[config.mk]
export PLATFORM = sky130hd
export DESIGN_NAME = instr_fetch
export DESIGN_NICKNAME = d
export VERILOG_FILES = /design/src/rtl/riscv_pkg.sv /design/src/rtl/fetch_fifo.sv /design/src/rtl/instr_fetch.sv
export SDC_FILE = /design/constraint.sdc
export NUM_CORES = 1
export LEC_CHECK = 0
export BUFFER_PORTS_ARGS = -buffer_cell sky130_fd_sc_hd__buf_2
export CAP_MARGIN = 20
export CORE_MARGIN = 3
export CORE_UTILIZATION = 45
export CTS_CLUSTER_DIAMETER = 120
export DETAILED_ROUTE_END_ITERATION = 12
export GPL_ROUTABILITY_DRIVEN = 0
export PLACE_DENSITY = 0.68
export SLEW_MARGIN = 10
export SYNTH_ARGS = -nofsm -noshare
export SYNTH_HDL_FRONTEND = slang
export SYNTH_SLANG_ARGS = --single-unit
[constraint.sdc]
create_clock -name clk -period 5 [get_ports clk]
set_clock_uncertainty 0.1 [all_clocks]
set_input_delay 0.5 -clock clk [delete_from_list [all_inputs] [get_ports clk]]
set_output_delay 0.5 -clock clk [all_outputs]
set_load 0.05 [all_outputs]
[src/rtl/riscv_pkg.sv]
// Shared fetch-side definitions: datapath width, reset PC, canonical NOP and
// the fetch FSM state encoding.
package riscv_pkg;

    localparam int              XLEN             = 32;
    localparam logic [XLEN-1:0] RESET_PC_DEFAULT = 32'h0000_0000;
    localparam logic [XLEN-1:0] INSTR_NOP        = 32'h0000_0013;

    typedef enum logic [1:0] {
        S_REQ  = 2'd0,
        S_WAIT = 2'd1,
        S_DROP = 2'd2
    } fetch_state_e;

endpackage

[src/rtl/fetch_fifo.sv]
// Synchronous instruction buffer with flush; head entry is read straight from
// storage so it stays stable while the consumer stalls. DEPTH must be a power of 2.
module fetch_fifo #(
    parameter int  WIDTH = 64,
    parameter int  DEPTH = 2,
    localparam int PTR_W = (DEPTH > 1) ? $clog2(DEPTH) : 1,
    localparam int CNT_W = $clog2(DEPTH + 1)
) (
    input  logic             clk,
    input  logic             reset,
    input  logic             flush_i,
    input  logic             wr_en_i,
    input  logic [WIDTH-1:0] wr_data_i,
    input  logic             rd_en_i,
    output logic [WIDTH-1:0] rd_data_o,
    output logic             empty_o,
    output logic [CNT_W-1:0] count_o
);

    logic [WIDTH-1:0] mem_q [DEPTH];
    logic [PTR_W-1:0] wr_ptr_q, wr_ptr_d;
    logic [PTR_W-1:0] rd_ptr_q, rd_ptr_d;
    logic [CNT_W-1:0] count_q, count_d;
    logic             full;
    logic             push;
    logic             pop;

    assign empty_o   = (count_q == '0);
    assign full      = (count_q == CNT_W'(DEPTH));
    assign count_o   = count_q;
    assign rd_data_o = mem_q[rd_ptr_q];

    // A write into a full buffer is only accepted when the same cycle frees the head slot.
    assign pop  = rd_en_i && !empty_o;
    assign push = wr_en_i && (!full || pop);

    always_comb begin
        wr_ptr_d = wr_ptr_q;
        rd_ptr_d = rd_ptr_q;
        count_d  = count_q;
        if (flush_i) begin
            wr_ptr_d = '0;
            rd_ptr_d = '0;
            count_d  = '0;
        end else begin
            if (push) wr_ptr_d = wr_ptr_q + 1'b1;
            if (pop)  rd_ptr_d = rd_ptr_q + 1'b1;
            case ({push, pop})
                2'b10:   count_d = count_q + 1'b1;
                2'b01:   count_d = count_q - 1'b1;
                default: count_d = count_q;
            endcase
        end
    end

    always_ff @(posedge clk) begin
        if (reset) begin
            wr_ptr_q <= '0;
            rd_ptr_q <= '0;
            count_q  <= '0;
        end else begin
            wr_ptr_q <= wr_ptr_d;
            rd_ptr_q <= rd_ptr_d;
            count_q  <= count_d;
        end
    end

    always_ff @(posedge clk) begin
        if (push && !flush_i) mem_q[wr_ptr_q] <= wr_data_i;
    end

endmodule

[src/rtl/instr_fetch.sv]
// Fetch stage: owns the PC, issues single-outstanding word reads and buffers replies for decode.
// Optional build macro FETCH_ILLEGAL_CHECK_EN adds a per-entry illegal-encoding flag.
module instr_fetch
    import riscv_pkg::*;
#(
    parameter logic [XLEN-1:0] RESET_PC   = RESET_PC_DEFAULT,
    parameter int              FIFO_DEPTH = 2
) (
    input  logic            clk,
    input  logic            reset,
    output logic            imem_req_valid,
    input  logic            imem_req_ready,
    output logic [XLEN-1:0] imem_addr,
    input  logic            imem_rsp_valid,
    input  logic [XLEN-1:0] imem_rsp_data,
    input  logic            redirect_valid,
    input  logic [XLEN-1:0] redirect_pc,
    output logic            instr_valid,
    input  logic            instr_ready,
    output logic [XLEN-1:0] instr,
    output logic [XLEN-1:0] instr_pc,
    output logic            instr_illegal
);

`ifdef FETCH_ILLEGAL_CHECK_EN
    localparam int ENTRY_W = 2 * XLEN + 1;
`else
    localparam int ENTRY_W = 2 * XLEN;
`endif
    localparam int CNT_W = $clog2(FIFO_DEPTH + 1);

    fetch_state_e       state_q, state_d;
    logic [XLEN-1:0]    pc_q, pc_d;
    logic [XLEN-1:0]    req_pc_q;
    logic               req_fire;
    logic               rsp_take;
    logic               fifo_empty;
    logic [CNT_W-1:0]   fifo_count;
    logic [ENTRY_W-1:0] wr_entry;
    logic [ENTRY_W-1:0] head;

    // Only request when the reply is guaranteed a free slot.
    assign imem_req_valid = !reset && (state_q == S_REQ) && (fifo_count < CNT_W'(FIFO_DEPTH));
    assign imem_addr      = pc_q;
    assign req_fire       = imem_req_valid && imem_req_ready;
    assign rsp_take       = imem_rsp_valid && (state_q == S_WAIT) && !redirect_valid;

    always_comb begin
        state_d = state_q;
        pc_d    = pc_q;
        if (req_fire) pc_d = pc_q + 32'd4;
        case (state_q)
            S_REQ:          if (req_fire) state_d = S_WAIT;
            S_WAIT, S_DROP: if (imem_rsp_valid) state_d = S_REQ;
            default:        state_d = S_REQ;
        endcase
        // Redirect wins: any reply still owed to the old path must be swallowed.
        if (redirect_valid) begin
            pc_d = {redirect_pc[XLEN-1:2], 2'b00};
            if (state_q == S_REQ) state_d = req_fire ? S_DROP : S_REQ;
            else                  state_d = imem_rsp_valid ? S_REQ : S_DROP;
        end
    end

    always_ff @(posedge clk) begin
        if (reset) begin
            state_q <= S_REQ;
            pc_q    <= {RESET_PC[XLEN-1:2], 2'b00};
        end else begin
            state_q <= state_d;
            pc_q    <= pc_d;
        end
    end

    always_ff @(posedge clk) begin
        if (req_fire) req_pc_q <= pc_q;
    end

`ifdef FETCH_ILLEGAL_CHECK_EN
    assign wr_entry      = {(imem_rsp_data[1:0] != 2'b11), req_pc_q, imem_rsp_data};
    assign instr_illegal = !fifo_empty && head[2*XLEN];
`else
    assign wr_entry      = {req_pc_q, imem_rsp_data};
    assign instr_illegal = 1'b0;
`endif

    fetch_fifo #(
        .WIDTH (ENTRY_W),
        .DEPTH (FIFO_DEPTH)
    ) u_fifo (
        .clk       (clk),
        .reset     (reset),
        .flush_i   (redirect_valid),
        .wr_en_i   (rsp_take),
        .wr_data_i (wr_entry),
        .rd_en_i   (instr_ready),
        .rd_data_o (head),
        .empty_o   (fifo_empty),
        .count_o   (fifo_count)
    );

    assign instr_valid = !fifo_empty;
    assign instr       = fifo_empty ? '0 : head[XLEN-1:0];
    assign instr_pc    = fifo_empty ? '0 : head[2*XLEN-1:XLEN];

endmodule

==> run_results.csv <==
group,metric,value,unit
outcome,outcome,"finished, final reports clean",
clocking,clk_latency,420,ps
grt,grt.overflow.total,0,
routing,drt-vias-per-instance,5.18,
sta,tns,0,ps
yosys,syn_area_per_cell,13.9,sq um
clocking,tritoncts,"built",
clocking,cts_num_sinks,191,
grt,grt_pass1_vias,5032,
pwr,power.density,365,mW/mm^2
pwr,irDropWorstVdd,242,uV
sta,finalHoldViolations,0,
yosys,ys_seq_area_frac,0.697,
routing,drtIter0Drc,244,
clocking,h-tree-depth,4,
place,dpl_cell_area,0.00871,sq mm
flow_run,cap_viol_max_count,0,
cells_and_area,n_antenna_cell,0,
cells_and_area,multiInputGateArea,0.00218,sq mm
min_path,hp-class,"in2reg",
yosys,async_reset_ff_frac,0,
sta,setup_violations,0,
cells_and_area,stdcell_count,947,
sta,max_freq,0.343,GHz
critical_path,crit_required,4400,ps
place,hpwlAfterDp,10.9,mm
sta,finalCritPeriodShare,0.583,
sta,worst_pin_slew,1100,ps
cells_and_area,design_area,0.00938,sq mm
pwr,total_leakage_power,3.42,nW
routing,drc,0,
grt,antenna_found_initial,0,
yosys,synth-edff-count,154,
routing,dr.pass1.iters,4,
cells_and_area,final_util,0.563,
floorplan,die_w,137,um
grt,grt_max_degree,63,
grt,grt_use_total,0.179,
critical_path,cp-end-kind,"output port",
sta,rsz0062_at_grt,"no",
cells_and_area,regArea,0.00537,sq mm
critical_path,worstSetupPathType,"reg2out",
critical_path,worstSetupStartpointType,"flip-flop",
yosys,synth_cell_types,47,
sta,maxSlewHeadroom,0.264,
floorplan,initial_utilization,0.462,
yosys,yosysWarnings,0,
place,dp.cells,914,
critical_path,worstPathArrival,2310,ps
floorplan,num_rows,47,
place,portBuffers,161,
routing,vias,4909,
sta,whs,168,ps
critical_path,crit_fanout,33,
sta,slew_viol_final,0,
floorplan,num_io_pins,169,
routing,routedWlPerCell,17.2,um
yosys,synth.cell_area,0.00770,sq mm
clocking,clockBufferDepth,2,
floorplan,design.die.area,0.0187,sq mm
sta,finalCriticalPeriod,2910,ps
clocking,ctsResizeCount,0,
routing,wirelength,16.3,mm
clocking,cts_buffers,17,
clocking,root_buffer,"clkbuf_16",
floorplan,die_h,137,um
cells_and_area,area_delta_synth_final,21.8,%
grt,grt_pass1_wl,25.7,mm
floorplan,coreArea,0.0166,sq mm
cells_and_area,nets,788,
yosys,synth.ff_latch_count,191,
clocking,post_cts.repair.setup_buffers,0,
clocking,path_clk_slew,70,ps
cells_and_area,drive_above_1_share,0.296,
cells_and_area,nFillCells,1359,
routing,ant_nets,0,
yosys,synthCells,555,
clocking,ctsHoldBuffers,0,
yosys,yosys_most_used_dff,"edfxtp_1",
-- through the flow --
stage | setup WS, ps | power [mW]
2_1_floorplan | 832 | 1.95
3_3_place_gp | 1540 | 2.02
3_5_place_dp | 1440 | 2.03
4_1_cts | 1900 | 3.46
5_1_grt | 1880 | 3.54
6_report | 2090 | 3.42
-- flip-flops by register name (all words and copies together), names as in the netlist, named ones only --
register and count:
req_pc_q 30, u_fifo.rd_ptr_q 1, u_fifo.mem_q 124, state_q 2
u_fifo.wr_ptr_q 1, imem_addr 30, u_fifo.count_o 2
-- synthesized netlist by cell type (2+ instances only) --
library cell | number | share of area
nor4_2 | 2 | 0.0033
nor2_1 | 100 | 0.049
and3_1 | 2 | 0.0016
a211oi_1 | 15 | 0.015
xor2_1 | 3 | 0.0034
o31ai_1 | 3 | 0.0029
a21oi_1 | 8 | 0.0052
edfxtp_1 | 154 | 0.60
nand4_1 | 9 | 0.0073
or3_1 | 2 | 0.0016
nand3_1 | 5 | 0.0033
mux2i_1 | 66 | 0.086
xnor2_1 | 24 | 0.027
nor4_1 | 6 | 0.0049
buf_4 | 5 | 0.0049
clkbuf_1 | 20 | 0.0098
inv_1 | 12 | 0.0059
buf_1 | 5 | 0.0024
nor3_1 | 15 | 0.0098
o21ai_0 | 2 | 0.0013
nand2_1 | 22 | 0.011
a31oi_1 | 2 | 0.0016
ha_1 | 4 | 0.0065
or2_2 | 2 | 0.0016
dfxtp_1 | 37 | 0.096
a311oi_1 | 2 | 0.0023
and2_1 | 5 | 0.0041
and4_1 | 4 | 0.0046
-- report_power, final --
| part | switching [mW] | leakage (nW) | internal, mW |
|---|---|---|---|
| Clock | 0.582 | 0.312 | 0.848 |
| Combinational | 0.143 | 1.41 | 0.0619 |
| Sequential | 0.0377 | 1.70 | 1.75 |
| Total | 0.762 | 3.42 | 2.66 |
-- path summary, 6_finish.rpt --
path	start	endpoint	slack (ps)	cells after the start
worst max-delay path	u_fifo.count_o[1]	instr[10]	2090	4
worst min-delay path	imem_rsp_data[8]	u_fifo.mem_q[1][8]	170	1
worst max register to register	state_q[1]	u_fifo.mem_q[1][45]	2240	6
worst min register to register	req_pc_q[10]	u_fifo.mem_q[0][42]	340	0
-- cell families after synthesis --
logic type	synth area share
AO/OA/AOI/OAI	0.0340
XOR/XNOR	0.0307
adder cells (fa/ha/maj)	0.00650
buffers and inverters	0.0236
flip-flops	0.697
multiplexers	0.0858
other	0.000487
AND/OR/NAND/NOR	0.122
-- layout by cell type, fill, tap and decap left out, types with 2 or more instances in the layout --
| cell type | count |
|---|---|
| o21ai_0 | 2 |
| a31oi_1 | 2 |
| nand4_1 | 9 |
| a211oi_1 | 15 |
| nand3_1 | 5 |
| a21oi_1 | 8 |
| nor2_1 | 98 |
| clkbuf_16 | 17 |
| inv_6 | 3 |
| inv_8 | 2 |
| buf_4 | 5 |
| clkinv_2 | 3 |
| or3_1 | 2 |
| nor4_1 | 6 |
| nor3_1 | 15 |
| inv_1 | 11 |
| clkinv_4 | 2 |
| buf_2 | 161 |
| and3_1 | 2 |
| o31ai_1 | 3 |
| xnor2_1 | 24 |
| and4_1 | 4 |
| bufinv_16 | 4 |
| ha_1 | 4 |
| nand2_1 | 22 |
| or2_2 | 2 |
| nor4_2 | 2 |
| xor2_1 | 3 |
| nor2_4 | 2 |
| and2_1 | 4 |
| edfxtp_1 | 154 |
| conb_1 | 5 |
| a311oi_1 | 2 |
| mux2i_1 | 66 |
| dfxtp_1 | 36 |
-- critical path, stage by stage (launching register included) --
cell and delay (ps):
dfxtp_1 380, nor2_4 680, buf_4 480, nor2_1 120, buf_2 230
-- metal layers --
metal,vias to the layer above,GRT usage,share of wire
met5,-,0,0
met4,0,0.0621,0.013
met3,19,0.0485,0.076
met2,184,0.293,0.48
met1,2351,0.231,0.43
li1,2355,-,-
-- area by class of cell --
type | instances | share of cell area
Multi-Input combinational cell | 325 | 0.233
Timing Repair Buffer | 167 | 0.0929
Tap cell | 220 | 0.0294
Clock inverter | 15 | 0.0223
Clock buffer | 17 | 0.0454
Inverter | 12 | 0.00480
Sequential cell | 191 | 0.573
No activity file was read; power rests on OpenSTA's default activity.
